**config.mk**
```make
export PLATFORM = sky130hd
export DESIGN_NAME = fetch_queue_gen_flat
export DESIGN_NICKNAME = d
export VERILOG_FILES = /design/src/rtl/fetch_queue_gen_if.sv /design/src/rtl/fetch_queue_gen.sv /design/src/flat_wrapper.sv
export SDC_FILE = /design/constraint.sdc
export NUM_CORES = 1
export LEC_CHECK = 0
export CAP_MARGIN = 0
export CELL_PAD_IN_SITES_DETAIL_PLACEMENT = 1
export CELL_PAD_IN_SITES_GLOBAL_PLACEMENT = 1
export CORE_UTILIZATION = 30
export DETAILED_ROUTE_END_ITERATION = 8
export DONT_BUFFER_PORTS = 1
export PLACE_DENSITY = 0.48
export SYNTH_ARGS = -nofsm -noshare
export SYNTH_HDL_FRONTEND = slang
export SYNTH_SLANG_ARGS = --single-unit
export TNS_END_PERCENT = 10
```
**constraint.sdc**
```tcl
create_clock -name clk -period 9.4 [get_ports clk]
set_clock_uncertainty 0.05 [all_clocks]
set_input_delay 1.88 -clock clk [delete_from_list [all_inputs] [get_ports clk]]
set_output_delay 1.88 -clock clk [all_outputs]
set_load 0.03 [all_outputs]
```
**src/rtl/fetch_queue_gen_if.sv**
```systemverilog
// Fetch queue bus: groups the prefetch push port, the I-cache request/response
// strobes and the decode window into one bundle.
//   slave  : seen from the fetch queue (consumes push/response/accept, drives window)
//   master : seen from the environment (prefetch, I-cache, decode)
// Signals:
//   flush, in_valid/in_ready, in_pc, in_bubble, in_ex, in_exccode  - push side
//   req_issued, resp_valid, resp_data, resp_tlb_ex, resp_exccode   - I-cache side
//   out_valid, out_inst, out_pc, out_bubble, out_ex, out_exccode,
//   out_accept_cnt                                                 - decode side
//   count, outstanding                                             - status
interface fetch_queue_gen_if #(
  parameter int DEPTH   = 8,
  parameter int FETCH_W = 2,
  parameter int DEC_W   = 2,
  parameter int MAX_OUT = 2
);
  localparam int CNT_W = $clog2(DEPTH + 1);
  localparam int OUT_W = $clog2(MAX_OUT + 1);
  localparam int ACC_W = $clog2(DEC_W + 1);

  logic                   flush;
  logic                   in_valid;
  logic                   in_ready;
  logic [32*FETCH_W-1:0]  in_pc;
  logic [FETCH_W-1:0]     in_bubble;
  logic [FETCH_W-1:0]     in_ex;
  logic [5*FETCH_W-1:0]   in_exccode;
  logic                   req_issued;
  logic                   resp_valid;
  logic [32*FETCH_W-1:0]  resp_data;
  logic                   resp_tlb_ex;
  logic [4:0]             resp_exccode;
  logic [DEC_W-1:0]       out_valid;
  logic [32*DEC_W-1:0]    out_inst;
  logic [32*DEC_W-1:0]    out_pc;
  logic [DEC_W-1:0]       out_bubble;
  logic [DEC_W-1:0]       out_ex;
  logic [5*DEC_W-1:0]     out_exccode;
  logic [ACC_W-1:0]       out_accept_cnt;
  logic [CNT_W-1:0]       count;
  logic [OUT_W-1:0]       outstanding;

  modport slave (
    input  flush, in_valid, in_pc, in_bubble, in_ex, in_exccode,
           req_issued, resp_valid, resp_data, resp_tlb_ex, resp_exccode,
           out_accept_cnt,
    output in_ready, out_valid, out_inst, out_pc, out_bubble, out_ex,
           out_exccode, count, outstanding
  );

  modport master (
    output flush, in_valid, in_pc, in_bubble, in_ex, in_exccode,
           req_issued, resp_valid, resp_data, resp_tlb_ex, resp_exccode,
           out_accept_cnt,
    input  in_ready, out_valid, out_inst, out_pc, out_bubble, out_ex,
           out_exccode, count, outstanding
  );
endinterface

```
**src/rtl/fetch_queue_gen.sv**
```systemverilog
// Fetch queue between prefetch and decode.
// Circular store of DEPTH instruction slots, filled a fetch group (FETCH_W
// slots) at a time. A group is either completed immediately (prefetch
// exception) or waits for an in-order I-cache response. Decode sees a window of
// DEC_W slots at the head and may take any prefix of the valid ones. After a
// flush, a cancel counter swallows the responses of requests that were still
// in flight.
// Ports:
//   clk    - clock, rising edge
//   resetn - asynchronous active-low reset
//   bus    - fetch_queue_gen_if.slave (push, I-cache, decode window, status)
module fetch_queue_gen #(
  parameter int DEPTH   = 8,
  parameter int FETCH_W = 2,
  parameter int DEC_W   = 2,
  parameter int MAX_OUT = 2
) (
  input  logic              clk,
  input  logic              resetn,
  fetch_queue_gen_if.slave  bus
);
  localparam int PTR_W = $clog2(DEPTH);
  localparam int CNT_W = $clog2(DEPTH + 1);
  localparam int OUT_W = $clog2(MAX_OUT + 1);
  localparam int NGRP  = DEPTH / FETCH_W;
  localparam int GRP_W = (NGRP > 1) ? $clog2(NGRP) : 1;

  // Control state (reset)
  logic [PTR_W-1:0] head_q;
  logic [PTR_W-1:0] tail_q;
  logic [CNT_W-1:0] count_q;
  logic [OUT_W-1:0] outst_q;
  logic [OUT_W-1:0] cancel_q;
  logic [DEPTH-1:0] vld_q;
  logic [DEPTH-1:0] done_q;

  // Slot payload (not reset; only observed through vld_q/done_q)
  logic [31:0]      pc_q   [DEPTH];
  logic [31:0]      inst_q [DEPTH];
  logic [4:0]       code_q [DEPTH];
  logic [DEPTH-1:0] bubble_q;
  logic [DEPTH-1:0] ex_q;

  logic             in_ready;
  logic             push;
  logic             grp_ex;
  logic             resp_fill;
  logic [NGRP-1:0]  grp_wait;
  logic             fill_found;
  logic [GRP_W-1:0] fill_grp;
  logic [PTR_W-1:0] win_idx  [DEC_W];
  logic [PTR_W-1:0] tail_idx [FETCH_W];
  logic [PTR_W-1:0] fill_idx [FETCH_W];
  logic             run;

  logic [DEC_W-1:0]    out_valid;
  logic [32*DEC_W-1:0] out_inst;
  logic [32*DEC_W-1:0] out_pc;
  logic [DEC_W-1:0]    out_bubble;
  logic [DEC_W-1:0]    out_ex;
  logic [5*DEC_W-1:0]  out_exccode;

  // Registered count only, so a pop in the same cycle never frees room early.
  assign in_ready  = (count_q <= CNT_W'(DEPTH - FETCH_W));
  assign push      = bus.in_valid & in_ready & ~bus.flush;
  assign grp_ex    = |bus.in_ex;
  assign resp_fill = bus.resp_valid & ~bus.flush & (cancel_q == '0) & fill_found;

  // Groups are always written group-aligned (tail starts at 0 and steps by
  // FETCH_W), and a WAIT group can never be partly popped, so checking the
  // first slot of each group is enough.
  always_comb begin
    grp_wait = '0;
    for (int g = 0; g < NGRP; g++)
      grp_wait[g] = vld_q[g*FETCH_W] & ~done_q[g*FETCH_W];
  end

  // Oldest waiting group: scan group slots in age order starting at the head group.
  always_comb begin
    fill_found = 1'b0;
    fill_grp   = '0;
    for (int k = 0; k < NGRP; k++) begin
      if (!fill_found && grp_wait[GRP_W'((int'(head_q) / FETCH_W + k) % NGRP)]) begin
        fill_found = 1'b1;
        fill_grp   = GRP_W'((int'(head_q) / FETCH_W + k) % NGRP);
      end
    end
  end

  always_comb begin
    for (int i = 0; i < DEC_W; i++)
      win_idx[i] = PTR_W'(int'(head_q) + i);
    for (int j = 0; j < FETCH_W; j++) begin
      tail_idx[j] = PTR_W'(int'(tail_q) + j);
      fill_idx[j] = PTR_W'(int'(fill_grp) * FETCH_W + j);
    end
  end

  // Decode window: valid stops at the first slot that is empty or still waiting.
  always_comb begin
    out_valid   = '0;
    out_inst    = '0;
    out_pc      = '0;
    out_bubble  = '0;
    out_ex      = '0;
    out_exccode = '0;
    run         = 1'b1;
    for (int i = 0; i < DEC_W; i++) begin
      run = run & vld_q[win_idx[i]] & done_q[win_idx[i]] & (CNT_W'(i) < count_q);
      out_valid[i]        = run;
      out_inst[32*i +: 32] = inst_q[win_idx[i]];
      out_pc[32*i +: 32]   = pc_q[win_idx[i]];
      out_bubble[i]       = bubble_q[win_idx[i]];
      out_ex[i]           = ex_q[win_idx[i]];
      out_exccode[5*i +: 5] = code_q[win_idx[i]];
    end
  end

  assign bus.in_ready    = in_ready;
  assign bus.out_valid   = out_valid;
  assign bus.out_inst    = out_inst;
  assign bus.out_pc      = out_pc;
  assign bus.out_bubble  = out_bubble;
  assign bus.out_ex      = out_ex;
  assign bus.out_exccode = out_exccode;
  assign bus.count       = count_q;
  assign bus.outstanding = outst_q;

  always_ff @(posedge clk or negedge resetn) begin
    if (!resetn) begin
      head_q   <= '0;
      tail_q   <= '0;
      count_q  <= '0;
      outst_q  <= '0;
      cancel_q <= '0;
      vld_q    <= '0;
      done_q   <= '0;
    end else if (bus.flush) begin
      head_q   <= '0;
      tail_q   <= '0;
      count_q  <= '0;
      vld_q    <= '0;
      done_q   <= '0;
      // Every request still live (including one issued this cycle) must be
      // swallowed; a response this cycle answers one of them. Folding in an
      // existing cancel_cnt keeps back-to-back flushes consistent.
      cancel_q <= OUT_W'(int'(cancel_q) + int'(outst_q) + int'(bus.req_issued)
                         - int'(bus.resp_valid));
      outst_q  <= '0;
    end else begin
      head_q  <= PTR_W'(int'(head_q) + int'(bus.out_accept_cnt));
      if (push)
        tail_q <= PTR_W'(int'(tail_q) + FETCH_W);
      count_q <= CNT_W'(int'(count_q) + (push ? FETCH_W : 0) - int'(bus.out_accept_cnt));

      if (cancel_q != '0) begin
        cancel_q <= cancel_q - OUT_W'(bus.resp_valid);
        outst_q  <= outst_q + OUT_W'(bus.req_issued);
      end else begin
        outst_q  <= OUT_W'(int'(outst_q) + int'(bus.req_issued) - int'(bus.resp_valid));
      end

      // Pop, push and fill always touch disjoint slots.
      for (int i = 0; i < DEC_W; i++) begin
        if (i < int'(bus.out_accept_cnt)) begin
          vld_q[win_idx[i]]  <= 1'b0;
          done_q[win_idx[i]] <= 1'b0;
        end
      end
      if (push) begin
        for (int j = 0; j < FETCH_W; j++) begin
          vld_q[tail_idx[j]]  <= 1'b1;
          done_q[tail_idx[j]] <= grp_ex;
        end
      end
      if (resp_fill) begin
        for (int j = 0; j < FETCH_W; j++)
          done_q[fill_idx[j]] <= 1'b1;
      end
    end
  end

  always_ff @(posedge clk) begin
    if (push) begin
      for (int j = 0; j < FETCH_W; j++) begin
        pc_q[tail_idx[j]]     <= bus.in_pc[32*j +: 32];
        inst_q[tail_idx[j]]   <= '0;
        bubble_q[tail_idx[j]] <= bus.in_bubble[j];
        ex_q[tail_idx[j]]     <= bus.in_ex[j];
        code_q[tail_idx[j]]   <= bus.in_exccode[5*j +: 5];
      end
    end
    if (resp_fill) begin
      for (int j = 0; j < FETCH_W; j++) begin
        inst_q[fill_idx[j]] <= bus.resp_data[32*j +: 32];
        if (bus.resp_tlb_ex) begin
          ex_q[fill_idx[j]]   <= 1'b1;
          code_q[fill_idx[j]] <= bus.resp_exccode;
        end
      end
    end
  end

  // A live response must have a waiting group to land in.
  a_resp_has_target: assert property (@(posedge clk) disable iff (!resetn)
    (bus.resp_valid && !bus.flush && cancel_q == '0) |-> fill_found);

  // Decode may only consume slots it was shown as valid.
  a_accept_prefix: assert property (@(posedge clk) disable iff (!resetn)
    int'(bus.out_accept_cnt) <= $countones(out_valid));

endmodule
```
**src/flat_wrapper.sv**
```systemverilog
// flat-port wrapper written by rule: the top's interface ports become plain ports
module fetch_queue_gen_flat 
#(
  parameter int DEPTH   = 8,
  parameter int FETCH_W = 2,
  parameter int DEC_W   = 2,
  parameter int MAX_OUT = 2
)
  (clk, resetn, bus_flush, bus_in_valid, bus_in_pc, bus_in_bubble, bus_in_ex, bus_in_exccode, bus_req_issued, bus_resp_valid, bus_resp_data, bus_resp_tlb_ex, bus_resp_exccode, bus_out_accept_cnt, bus_in_ready, bus_out_valid, bus_out_inst, bus_out_pc, bus_out_bubble, bus_out_ex, bus_out_exccode, bus_count, bus_outstanding);
  fetch_queue_gen_if #(.DEPTH(DEPTH), .FETCH_W(FETCH_W), .DEC_W(DEC_W), .MAX_OUT(MAX_OUT)) bus_i ();
  input  logic clk;
  input  logic resetn;
  input wire logic [$bits(bus_i.flush)-1:0] bus_flush;
  input wire logic [$bits(bus_i.in_valid)-1:0] bus_in_valid;
  input wire logic [$bits(bus_i.in_pc)-1:0] bus_in_pc;
  input wire logic [$bits(bus_i.in_bubble)-1:0] bus_in_bubble;
  input wire logic [$bits(bus_i.in_ex)-1:0] bus_in_ex;
  input wire logic [$bits(bus_i.in_exccode)-1:0] bus_in_exccode;
  input wire logic [$bits(bus_i.req_issued)-1:0] bus_req_issued;
  input wire logic [$bits(bus_i.resp_valid)-1:0] bus_resp_valid;
  input wire logic [$bits(bus_i.resp_data)-1:0] bus_resp_data;
  input wire logic [$bits(bus_i.resp_tlb_ex)-1:0] bus_resp_tlb_ex;
  input wire logic [$bits(bus_i.resp_exccode)-1:0] bus_resp_exccode;
  input wire logic [$bits(bus_i.out_accept_cnt)-1:0] bus_out_accept_cnt;
  output wire logic [$bits(bus_i.in_ready)-1:0] bus_in_ready;
  output wire logic [$bits(bus_i.out_valid)-1:0] bus_out_valid;
  output wire logic [$bits(bus_i.out_inst)-1:0] bus_out_inst;
  output wire logic [$bits(bus_i.out_pc)-1:0] bus_out_pc;
  output wire logic [$bits(bus_i.out_bubble)-1:0] bus_out_bubble;
  output wire logic [$bits(bus_i.out_ex)-1:0] bus_out_ex;
  output wire logic [$bits(bus_i.out_exccode)-1:0] bus_out_exccode;
  output wire logic [$bits(bus_i.count)-1:0] bus_count;
  output wire logic [$bits(bus_i.outstanding)-1:0] bus_outstanding;
  assign bus_i.flush = bus_flush;
  assign bus_i.in_valid = bus_in_valid;
  assign bus_i.in_pc = bus_in_pc;
  assign bus_i.in_bubble = bus_in_bubble;
  assign bus_i.in_ex = bus_in_ex;
  assign bus_i.in_exccode = bus_in_exccode;
  assign bus_i.req_issued = bus_req_issued;
  assign bus_i.resp_valid = bus_resp_valid;
  assign bus_i.resp_data = bus_resp_data;
  assign bus_i.resp_tlb_ex = bus_resp_tlb_ex;
  assign bus_i.resp_exccode = bus_resp_exccode;
  assign bus_i.out_accept_cnt = bus_out_accept_cnt;
  assign bus_in_ready = bus_i.in_ready;
  assign bus_out_valid = bus_i.out_valid;
  assign bus_out_inst = bus_i.out_inst;
  assign bus_out_pc = bus_i.out_pc;
  assign bus_out_bubble = bus_i.out_bubble;
  assign bus_out_ex = bus_i.out_ex;
  assign bus_out_exccode = bus_i.out_exccode;
  assign bus_count = bus_i.count;
  assign bus_outstanding = bus_i.outstanding;
  fetch_queue_gen #(.DEPTH(DEPTH), .FETCH_W(FETCH_W), .DEC_W(DEC_W), .MAX_OUT(MAX_OUT)) u_core (.clk(clk), .resetn(resetn), .bus(bus_i));
endmodule
```
==> impl_metrics.sql, run 1 <==
INSERT INTO impl_metrics (metric_group, metric, value, unit) VALUES
('outcome', 'run_status', 'finished clean', ''),
('floorplanning', 'chipWidth', '332.3', 'µm'),
('cts', 'clock-sinks', '597', ''),
('cts', 'cts-root-to-sink-buffers', '3', ''),
('route', 'wire_per_inst', '28.71', 'µm'),
('power_and_ir_drop', 'vdd_drop_max', '0.0001258', 'V'),
('power_and_ir_drop', 'power-per-cell-area', '231.3', 'nW/µm²'),
('grt', 'grt.overflow.total', '0', ''),
('setup_path', 'crit_path_end_kind', 'primary output', ''),
('yosys', 'synth-seq-cells', '597', ''),
('route', 'antenna_left', '0', ''),
('cells_and_area', 'most-common-layout-cells', '560 x edfxtp_1, 295 x mux2i_1, 268 x and2_1, 253 x nand2_1, 152 x mux2_2', ''),
('power_and_ir_drop', 'power_frac_comb', '25.6', '%'),
('floorplanning', 'io-pin-count', '307', ''),
('sta', 'finalWorstPathRequiredPeriod', '6.576', 'ns'),
('setup_path', 'cp_top_family', 'buffers and inverters', ''),
('yosys', 'synth_enable_flop_cells', '560', ''),
('place', 'dpl_worst_slack', '3.406', 'ns'),
('yosys', 'mean_post_synth_cell_area', '13.28', 'µm²'),
('setup_path', 'crit_start', 'u_core.head_q[0]$_DFF_PN0_', ''),
('cells_and_area', 'fill_cells', '11160', ''),
('route', 'totalWireLength', '107.8', 'mm'),
('sta', 'setup_tns', '0', 'ns'),
('route', 'detailroute.via_count', '19740', ''),
('grt', 'vias_in_the_first_global_route', '21790', ''),
('setup_path', 'timing.critical_path.to', 'bus_out_valid[1]', ''),
('cts', 'tritoncts', 'built', ''),
('route', 'route.detailed.drc', '0', ''),
('cts', 'htree_levels', '3', ''),
('place', 'dp_cells', '3615', ''),
('yosys', 'synthesis.yosys.warnings', '0', ''),
('cells_and_area', 'synthToLayoutAreaGrowth', '11.14', '%'),
('place', 'dp_hpwl', '66.01', 'mm'),
('sta', 'finalCritPeriodShare', '69.96', '%'),
('job', 'max-cap-violations', '0', ''),
('yosys', 'postSynth.topFlopCell', 'edfxtp_1', ''),
('route', 'drt-vias-per-instance', '5.257', ''),
('cts', 'cts.repair.resized', '0', ''),
('place', 'place.gp.congestion', '0.7322', ''),
('grt', 'globalRouteTotalUtil', '19.34', '%'),
('setup_path', 'worst-path-max-fanout', '67', ''),
('route', 'first_pass_iters', '4', ''),
('setup_path', 'slowest_stage', 'buf_4', ''),
('power_and_ir_drop', 'p_sw_share', '33.42', '%'),
('setup_path', 'cp.required', '7.47', 'ns'),
('place', 'count_of_port_buffers_added_during_placement', '0', ''),
('sta', 'holdWs', '0.4682', 'ns'),
('setup_path', 'reg2reg_from', 'u_core.head_q[1]$_DFF_PN0_', ''),
('sta', 'worst-slew-pin-transition', '1.314', 'ns'),
('cells_and_area', 'fin_cells', '3756', ''),
('yosys', 'syn_area', '32720', 'µm²'),
('setup_path', 'worst_r2r_endpoint', 'u_core.code_q[7][1]$_DFFE_PP_', ''),
('cts', 'tritoncts.num_buffers', '76', ''),
('floorplanning', 'start_util', '30.40', '%'),
('setup_path', 'worst_ep_arrival_time', '4.65', 'ns'),
('yosys', 'synth_async_sr_flop_share', '4.858', '%'),
('yosys', 'synth.net_count', '2647', ''),
('grt', 'grt_first_pass_wirelength', '154.9', 'mm'),
('cts', 'worstSkewPairLatency', '0.65', 'ns'),
('grt', 'grt_max_degree', '68', ''),
('cells_and_area', 'layout.cells.most_common', 'edfxtp_1', ''),
('grt', 'antenna_violations_before_repair', '4', ''),
('setup_path', 'startpoint_type', 'flip-flop', ''),
('setup_path', 'timing.critical_path.cells', 'buf_4, buf_4, a21oi_1, a21oi_1, mux4_2, nor4b_2', ''),
('power_and_ir_drop', 'power_leakage', '12.76', 'nW'),
('sta', 'hold_viol', '0', ''),
('floorplanning', 'core.rowCount', '120', ''),
('yosys', 'post_synth_inst_count', '2465', ''),
('floorplanning', 'die-height', '332.3', 'µm'),
('power_and_ir_drop', 'internal_dissipation', '0.005599', 'W'),
('setup_path', 'crit_cells', '6', '');
==> flip-flops by register name, summed over array words and instances (netlist names) <==
register,cells
u_core.cancel_q,2
u_core.bubble_q,8
u_core.head_q,3
u_core.bus.outstanding,2
u_core.code_q,40
u_core.inst_q,256
u_core.tail_q,2
u_core.bus.count,4
u_core.done_q,8
u_core.ex_q,8
u_core.pc_q,256
u_core.vld_q,8
==> tightest hold or removal path, stage by stage (launching register included) <==
cell	delay (ns)
dfxtp_1	0.35
mux2i_1	0.08
nand2_1	0.06
==> cell type report <==
class,instances,area [µm²],area share (%)
tap,1403,1755,4.827
timing repair buffer,43,322.8,0.8876
clock inverter,43,469.2,1.290
multi-input combinational,1546,13940,38.32
inverter,26,101.3,0.2787
clock buffer,98,2069,5.690
sequential,597,17710,48.70
==> cell usage after synthesis, types with 8 or more instances <==
library cell | instances | area share [%]
edfxtp_1 | 560 | 51
mux2i_1 | 300 | 9.2
and2_1 | 268 | 5.1
nand2_1 | 261 | 3.0
clkbuf_1 | 245 | 2.8
mux2_2 | 152 | 5.2
mux4_2 | 144 | 9.9
o22ai_1 | 142 | 2.7
or2_2 | 76 | 1.5
dfrtp_1 | 29 | 2.2
buf_1 | 28 | 0.32
mux2_1 | 28 | 0.96
inv_1 | 25 | 0.29
nor2_1 | 24 | 0.28
ha_1 | 22 | 0.84
o21ai_0 | 18 | 0.28
buf_2 | 17 | 0.26
a21oi_1 | 12 | 0.18
mux2_4 | 12 | 0.55
nor2b_1 | 12 | 0.23
dfxtp_1 | 8 | 0.49
==> through the flow <==
stage | cell area (µm²) | util [%] | power, W
final | 36370 | 33.78 | 0.008410
after global routing | 36370 | 33.78 | 0.008757
after CTS | 36370 | 33.78 | 0.008565
after detailed placement | 33830 | 31.42 | 0.005531
after global placement | 33830 | 31.42 | 0.005495
after floorplan | 32720 | - | 0.004881
==> power groups by stage <==
stage / clock [W] / combinational (W) / sequential [W]
after floorplan: 0 / 0.00164 / 0.00325
after global placement: 0 / 0.00219 / 0.00330
after detailed placement: 0 / 0.00221 / 0.00332
after CTS: 0.00308 / 0.00222 / 0.00326
after global routing: 0.00317 / 0.00231 / 0.00328
final: 0.00300 / 0.00216 / 0.00326
==> how the worst min path moves through the flow <==
stage	cells past startpoint	endpoint	start
2_1_floorplan	2	u_core.ex_q[7]$_DFF_P_	u_core.ex_q[7]$_DFF_P_
3_3_place_gp	2	u_core.ex_q[6]$_DFF_P_	u_core.ex_q[6]$_DFF_P_
3_5_place_dp	2	u_core.ex_q[1]$_DFF_P_	u_core.ex_q[1]$_DFF_P_
4_1_cts	2	u_core.ex_q[1]$_DFF_P_	u_core.ex_q[1]$_DFF_P_
5_1_grt	2	u_core.ex_q[5]$_DFF_P_	u_core.ex_q[5]$_DFF_P_
6_report	2	u_core.ex_q[0]$_DFF_P_	u_core.ex_q[0]$_DFF_P_
==> routing by layer <==
layer	global-route usage [%]	vias to the layer above	routed length (µm)
li1	-	8784	-
met1	21.88	10440	42870
met2	35.16	386	55950
met3	5.938	132	6816
met4	4.718	4	2162
met5	0	-	33
==> cell families (layout without fill, tap and decap cells) <==
kind of cell | count (synthesis) | count (layout) | synth area share, %
AND/OR/NAND/NOR | 666 | 666 | 10.58
multiplexers | 639 | 639 | 25.98
flip-flops | 597 | 597 | 54.09
buffers and inverters | 322 | 210 | 3.850
AO/OA/AOI/OAI | 206 | 206 | 4.160
adder cells (fa/ha/maj) | 26 | 26 | 1.086
XOR/XNOR | 9 | 9 | 0.2409
Power figures use the tool's default switching activity.
==> run 2: changes to the inputs <==
--- a/config.mk
+++ b/config.mk
@@ -11,7 +11,7 @@
 export CORE_UTILIZATION = 30
 export DETAILED_ROUTE_END_ITERATION = 8
 export DONT_BUFFER_PORTS = 1
-export PLACE_DENSITY = 0.48
+export PLACE_DENSITY = 0.5
 export SYNTH_ARGS = -nofsm -noshare
 export SYNTH_HDL_FRONTEND = slang
 export SYNTH_SLANG_ARGS = --single-unit
==> constraint.sdc (replaced) <==
create_clock -name clk -period 5.5 [get_ports clk]
set_clock_uncertainty 0.05 [all_clocks]
set_input_delay 1.1 -clock clk [delete_from_list [all_inputs] [get_ports clk]]
set_output_delay 1.1 -clock clk [all_outputs]
set_load 0.03 [all_outputs]
==> impl_metrics.sql, run 2 (same netlist as run 1, synthesis figures left out) <==
INSERT INTO impl_metrics (metric_group, metric, value, unit) VALUES
('outcome', 'run_status', 'finished clean', ''),
('power_and_ir_drop', 'power_leakage', '12.74', 'nW'),
('cells_and_area', 'most-common-layout-cells', '560 x edfxtp_1, 295 x mux2i_1, 268 x and2_1, 253 x nand2_1, 152 x mux2_2', ''),
('cells_and_area', 'n_antenna_cell', '0', ''),
('cts', 'clk_pin_slew_worst_paths', '0.06', 'ns'),
('power_and_ir_drop', 'vdd_drop_max', '0.0002103', 'V'),
('setup_path', 'crit_path_end_kind', 'primary output', ''),
('grt', 'vias_in_the_first_global_route', '21640', ''),
('place', 'count_of_port_buffers_added_during_placement', '0', ''),
('grt', 'grt_max_degree', '145', ''),
('route', 'wire_per_inst', '28.21', 'µm'),
('job', 'max-cap-violations', '0', ''),
('cts', 'clock-root-buffer', 'clkbuf_16', ''),
('cts', 'clock-sinks', '597', ''),
('cells_and_area', 'nets', '2486', ''),
('route', 'drt-vias-per-instance', '5.277', ''),
('setup_path', 'cp.required', '4.35', 'ns'),
('power_and_ir_drop', 'netSwitchingPower', '0.004744', 'W'),
('floorplanning', 'start_util', '30.40', '%'),
('sta', 'setup_tns', '0', 'ns'),
('setup_path', 'worst_reg_to_reg_setup_slack', '1.28', 'ns'),
('grt', 'antenna_violations_before_repair', '2', ''),
('cts', 'post_cts_buffers', '0', ''),
('sta', 'fmax', '200.3', 'MHz'),
('power_and_ir_drop', 'internal_dissipation', '0.009252', 'W'),
('grt', 'grt.overflow.total', '0', ''),
('floorplanning', 'dieArea', '110400', 'µm²'),
('route', 'first_iter_violations', '1068', ''),
('floorplanning', 'io-pin-count', '307', ''),
('cells_and_area', 'fill_cells', '11200', ''),
('place', 'dp_hpwl', '66.69', 'mm'),
('sta', 'slew_violations', '0', ''),
('sta', 'slew_headroom', '18.65', '%'),
('route', 'detailroute.via_count', '19860', ''),
('floorplanning', 'chipWidth', '332.3', 'µm'),
('cells_and_area', 'drive_gt1_share', '24.58', '%'),
('cells_and_area', 'layout.cells.most_common', 'edfxtp_1', ''),
('grt', 'grt_first_pass_wirelength', '153.3', 'mm'),
('floorplanning', 'core.rowCount', '120', ''),
('cts', 'post_cts_hold_buffer_count', '0', ''),
('cts', 'tritoncts.num_buffers', '76', ''),
('cts', 'cts.repair.resized', '0', ''),
('sta', 'finalWorstPathRequiredPeriod', '4.992', 'ns'),
('route', 'antenna_left', '0', ''),
('cells_and_area', 'synthToLayoutAreaGrowth', '10.91', '%'),
('cells_and_area', 'final_util', '33.71', '%'),
('cts', 'cts-root-to-sink-buffers', '3', ''),
('route', 'totalWireLength', '106.2', 'mm'),
('cts', 'tritoncts', 'built', ''),
('worst_hold_path', 'min-delay-path-class', 'in2async', ''),
('sta', 'rsz0062_at_grt', 'false', ''),
('sta', 'worst-slew-pin-transition', '1.220', 'ns'),
('route', 'first_pass_iters', '4', ''),
('setup_path', 'startpoint_type', 'flip-flop', ''),
('cts', 'worstSkewPairLatency', '0.64', 'ns'),
('sta', 'setup_viol', '0', ''),
('setup_path', 'worst-path-max-fanout', '65', ''),
('route', 'route.detailed.drc', '0', ''),
('cts', 'htree_levels', '3', ''),
('sta', 'hold_viol', '0', ''),
('floorplanning', 'die-height', '332.3', 'µm'),
('power_and_ir_drop', 'power-per-cell-area', '385.6', 'nW/µm²'),
('power_and_ir_drop', 'pwr-share-clk', '33.5', '%'),
('power_and_ir_drop', 'p_sw_share', '33.89', '%'),
('grt', 'globalRouteTotalUtil', '19.04', '%'),
('floorplanning', 'core_area', '107700', 'µm²'),
('setup_path', 'worst_ep_arrival_time', '3.84', 'ns'),
('place', 'place.gp.congestion', '0.7572', ''),
('sta', 'finalCritPeriodShare', '90.77', '%'),
('setup_path', 'crit_type', 'reg2out', ''),
('power_and_ir_drop', 'share_seq_of_total_power', '39.6', '%'),
('power_and_ir_drop', 'power_frac_comb', '26.9', '%');
run 2: path summary, 6_finish.rpt:
kind | end | cells after the start | start
worst min-delay path | u_core.vld_q[3]$_DFF_PN0_ | 0 | resetn
worst min register to register | u_core.ex_q[4]$_DFF_P_ | 2 | u_core.ex_q[4]$_DFF_P_
max in group asynchronous | u_core.head_q[0]$_DFF_PN0_ | 0 | resetn
worst max register to register | u_core.inst_q[6][3]$_SDFFCE_PN0P_ | 6 | u_core.head_q[1]$_DFF_PN0_
min in group clk | u_core.ex_q[4]$_DFF_P_ | 2 | u_core.ex_q[4]$_DFF_P_
worst max-delay path | bus_out_pc[49] | 5 | u_core.head_q[0]$_DFF_PN0_
run 2: area by class of cell:
| class | count | area (µm²) | area share, % |
|---|---|---|---|
| clock buffer | 104 | 2078 | 5.726 |
| clock inverter | 30 | 198.9 | 0.5481 |
| inverter | 26 | 101.3 | 0.2792 |
| multi-input combinational | 1546 | 13930 | 38.39 |
| sequential | 597 | 17710 | 48.80 |
| tap | 1403 | 1755 | 4.837 |
| timing repair buffer | 57 | 515.5 | 1.420 |
run 2: power groups by stage:
stage	clock network, W	registers (W)	logic (W)
2_1_floorplan	0	0.00555	0.00279
3_3_place_gp	0	0.00561	0.00379
3_5_place_dp	0	0.00563	0.00384
4_1_cts	0.00483	0.00554	0.00385
5_1_grt	0.00497	0.00557	0.00402
6_report	0.00469	0.00554	0.00377
run 2: critical path, stage by stage, from the launching register on:
cell	delay, ns
dfrtp_4	0.65
buf_4	0.69
buf_4	0.89
mux2i_1	0.29
o22ai_1	0.11
or2_2	0.40
run 2: stage by stage:
| stage | cell area, µm² | instances | hold WS, ns | total power [W] | setup slack, ns |
|---|---|---|---|---|---|
| CTS | 36290 | 3763 | 0.04934 | 0.01422 | 0.4633 |
| detailed placement | 34020 | 3629 | 0.4423 | 0.009473 | 0.7541 |
| finish | 36290 | 3763 | 0.1089 | 0.01400 | 0.5076 |
| floorplan | 32720 | 2465 | 0.4103 | 0.008342 | 1.257 |
| global placement | 34020 | 3629 | 0.4234 | 0.009396 | 0.8678 |
| global route | 36290 | 3763 | 0.06443 | 0.01455 | 0.3030 |
run 2: metal layers:
| layer | track usage (%) | vias to the layer above | wire length (µm) |
|---|---|---|---|
| met5 | 0 | - | 13 |
| met1 | 22.45 | 10490 | 43740 |
| li1 | - | 8817 | - |
| met3 | 5.628 | 156 | 6480 |
| met2 | 33.26 | 395 | 53090 |
| met4 | 5.595 | 2 | 2830 |
==> run 3: changes to the inputs <==
--- a/config.mk
+++ b/config.mk
@@ -8,6 +8,7 @@
 export CAP_MARGIN = 0
 export CELL_PAD_IN_SITES_DETAIL_PLACEMENT = 1
 export CELL_PAD_IN_SITES_GLOBAL_PLACEMENT = 1
+export CORE_ASPECT_RATIO = 1.25
 export CORE_UTILIZATION = 30
 export DETAILED_ROUTE_END_ITERATION = 8
 export DONT_BUFFER_PORTS = 1
==> impl_metrics.sql, run 3 (same netlist as run 1, synthesis figures left out) <==
INSERT INTO impl_metrics (metric_group, metric, value, unit) VALUES
('outcome', 'run_status', 'finished clean', ''),
('sta', 'fmax', '207.5', 'MHz'),
('sta', 'rsz0062_at_grt', 'false', ''),
('cts', 'post_cts_buffers', '0', ''),
('grt', 'grt.overflow.total', '0', ''),
('cts', 'tritoncts.num_buffers', '73', ''),
('setup_path', 'worst_ep_arrival_time', '3.67', 'ns'),
('cells_and_area', 'n_antenna_cell', '0', ''),
('cells_and_area', 'nets', '2483', ''),
('route', 'totalWireLength', '107.3', 'mm'),
('setup_path', 'crit_path_end_kind', 'primary output', ''),
('sta', 'finalCritPeriodShare', '87.64', '%'),
('job', 'max-cap-violations', '0', ''),
('place', 'place.gp.congestion', '0.7536', ''),
('floorplanning', 'io-pin-count', '307', ''),
('floorplanning', 'dieArea', '110400', 'µm²'),
('grt', 'grt_max_degree', '140', ''),
('setup_path', 'worst_r2r_endpoint', 'u_core.inst_q[5][24]$_SDFFCE_PN0P_', ''),
('setup_path', 'reg2regPathDepth', '8', ''),
('cts', 'clock-sinks', '597', ''),
('grt', 'vias_in_the_first_global_route', '22280', ''),
('place', 'count_of_port_buffers_added_during_placement', '0', ''),
('setup_path', 'worst-path-max-fanout', '139', ''),
('power_and_ir_drop', 'vdd_drop_max', '0.0002283', 'V'),
('route', 'route.detailed.drc', '0', ''),
('cells_and_area', 'most-common-layout-cells', '560 x edfxtp_1, 295 x mux2i_1, 268 x and2_1, 253 x nand2_1, 152 x mux2_2', ''),
('place', 'dpl_cell_area', '34140', 'µm²'),
('place', 'dp_hpwl', '68.89', 'mm'),
('floorplanning', 'core.rowCount', '135', ''),
('cells_and_area', 'post_route_cell_area', '36520', 'µm²'),
('cts', 'clk_pin_slew_worst_paths', '0.06', 'ns'),
('cells_and_area', 'sequential_cell_area', '17710', 'µm²'),
('setup_path', 'timing.critical_path.cells', 'buf_12, buf_4, mux2i_1, o22ai_1, or2_2', ''),
('setup_path', 'cp.required', '4.35', 'ns'),
('route', 'detailroute.via_count', '19870', ''),
('cells_and_area', 'fill_cells', '11250', ''),
('power_and_ir_drop', 'netSwitchingPower', '0.004809', 'W'),
('route', 'first_pass_iters', '4', ''),
('setup_path', 'cp_num_buf_inv', '2', ''),
('setup_path', 'crit_type', 'reg2out', ''),
('cts', 'cts.repair.resized', '0', ''),
('power_and_ir_drop', 'power_leakage', '12.82', 'nW'),
('place', 'dpl_worst_slack', '0.8367', 'ns'),
('power_and_ir_drop', 'p_sw_share', '33.88', '%'),
('route', 'wire_per_inst', '28.25', 'µm'),
('setup_path', 'crit_cells', '5', ''),
('cts', 'tritoncts', 'built', ''),
('floorplanning', 'start_util', '30.22', '%'),
('cts', 'cts-root-to-sink-buffers', '3', ''),
('power_and_ir_drop', 'pwr-share-clk', '34.3', '%'),
('route', 'routed.top_layer', 'met4', ''),
('setup_path', 'worst_reg_to_reg_setup_slack', '1.42', 'ns'),
('setup_path', 'startpoint_type', 'flip-flop', ''),
('sta', 'fin_ws', '0.6796', 'ns'),
('floorplanning', 'core_area', '108300', 'µm²'),
('sta', 'slew_violations', '0', ''),
('power_and_ir_drop', 'total_power', '0.01419', 'W'),
('route', 'met1Wirelength', '41.26', 'mm'),
('power_and_ir_drop', 'share_seq_of_total_power', '39.0', '%'),
('grt', 'grt_first_pass_wirelength', '155.6', 'mm'),
('floorplanning', 'die-height', '371.3', 'µm'),
('sta', 'setup_viol', '0', ''),
('cells_and_area', 'multi_input_gate_area_in_the_final_layout', '13930', 'µm²'),
('cts', 'clock-root-buffer', 'clkbuf_16', ''),
('cells_and_area', 'layout.cells.most_common', 'edfxtp_1', ''),
('power_and_ir_drop', 'power_frac_comb', '26.7', '%'),
('sta', 'holdWs', '0.1039', 'ns'),
('worst_hold_path', 'min-delay-path-class', 'in2async', ''),
('cts', 'htree_levels', '3', ''),
('setup_path', 'slowest_stage', 'buf_4', ''),
('route', 'total_length_of_routed_met2_wires', '57.14', 'mm'),
('sta', 'slew_headroom', '22.78', '%'),
('setup_path', 'cp_top_family', 'buffers and inverters', ''),
('cts', 'post_cts_hold_buffer_count', '0', ''),
('route', 'antenna_left', '0', ''),
('route', 'drt-vias-per-instance', '5.229', ''),
('cells_and_area', 'drive_gt1_share', '25.07', '%'),
('cells_and_area', 'synthToLayoutAreaGrowth', '11.59', '%'),
('sta', 'finalWorstPathRequiredPeriod', '4.820', 'ns'),
('sta', 'setup_tns', '0', 'ns'),
('setup_path', 'cp_slowest_stage_delay', '0.75', 'ns'),
('power_and_ir_drop', 'internal_dissipation', '0.009384', 'W'),
('grt', 'globalRouteTotalUtil', '19.30', '%'),
('power_and_ir_drop', 'power-per-cell-area', '388.7', 'nW/µm²'),
('sta', 'hold_viol', '0', ''),
('setup_path', 'reg2reg_from', 'u_core.head_q[2]$_DFF_PN0_', ''),
('cts', 'worstSkewPairLatency', '0.64', 'ns'),
('grt', 'antenna_violations_before_repair', '2', ''),
('sta', 'worst-slew-pin-transition', '1.158', 'ns'),
('route', 'wl_met3', '6.766', 'mm'),
('route', 'first_iter_violations', '940', ''),
('floorplanning', 'chipWidth', '297.4', 'µm');
## run 3: metal layers
metal | track usage, % | vias to the layer above
met5 | 0 | -
met4 | 5.393 | 0
met3 | 5.329 | 129
met2 | 36.05 | 432
met1 | 21.21 | 10500
li1 | - | 8808
## run 3: worst max path at each step
stage	slack [ns]	start	to
finish	0.68	u_core.head_q[0]$_DFF_PN0_	bus_out_pc[36]
global route	0.56	u_core.head_q[0]$_DFF_PN0_	bus_out_pc[40]
CTS	0.65	u_core.head_q[0]$_DFF_PN0_	bus_out_inst[51]
detailed placement	0.84	bus_flush	u_core.inst_q[5][25]$_SDFFCE_PN0P_
global placement	0.89	bus_flush	u_core.inst_q[5][24]$_SDFFCE_PN0P_
floorplan	1.26	bus_flush	u_core.inst_q[0][0]$_SDFFCE_PN0P_
## run 3: worst register-to-register path: cells and delay by family, from the launching register on
kind                       cells  cell delay (ns)
and+or+nand+nor                1             0.47
AOI/OAI and AO/OA              1             0.45
buffers and inverters          3             0.82
muxes                          2             0.85
DFF                            1             0.64
adders and majority gates      1             0.48
## run 3: stage by stage
step           util [%]  cells
2_1_floorplan         -   2465
3_3_place_gp      31.53   3664
3_5_place_dp      31.53   3664
4_1_cts           33.73   3799
5_1_grt           33.73   3799
6_report          33.73   3799
## run 3: area by class of cell
cell class / count / share of cell area [%]
Sequential cell: 597 / 48.51
Multi-Input combinational cell: 1546 / 38.15
Clock buffer: 88 / 5.273
Tap cell: 1438 / 4.927
Timing Repair Buffer: 57 / 1.617
Clock inverter: 47 / 1.244
Inverter: 26 / 0.2775
## run 3: power groups by stage
stage	clock, W	sequential [W]	combinational (W)
after global placement	0	0.00560	0.00383
after global routing	0.00518	0.00556	0.00406
after detailed placement	0	0.00562	0.00389
after CTS	0.00502	0.00553	0.00390
after floorplan	0	0.00555	0.00279
final	0.00487	0.00553	0.00379
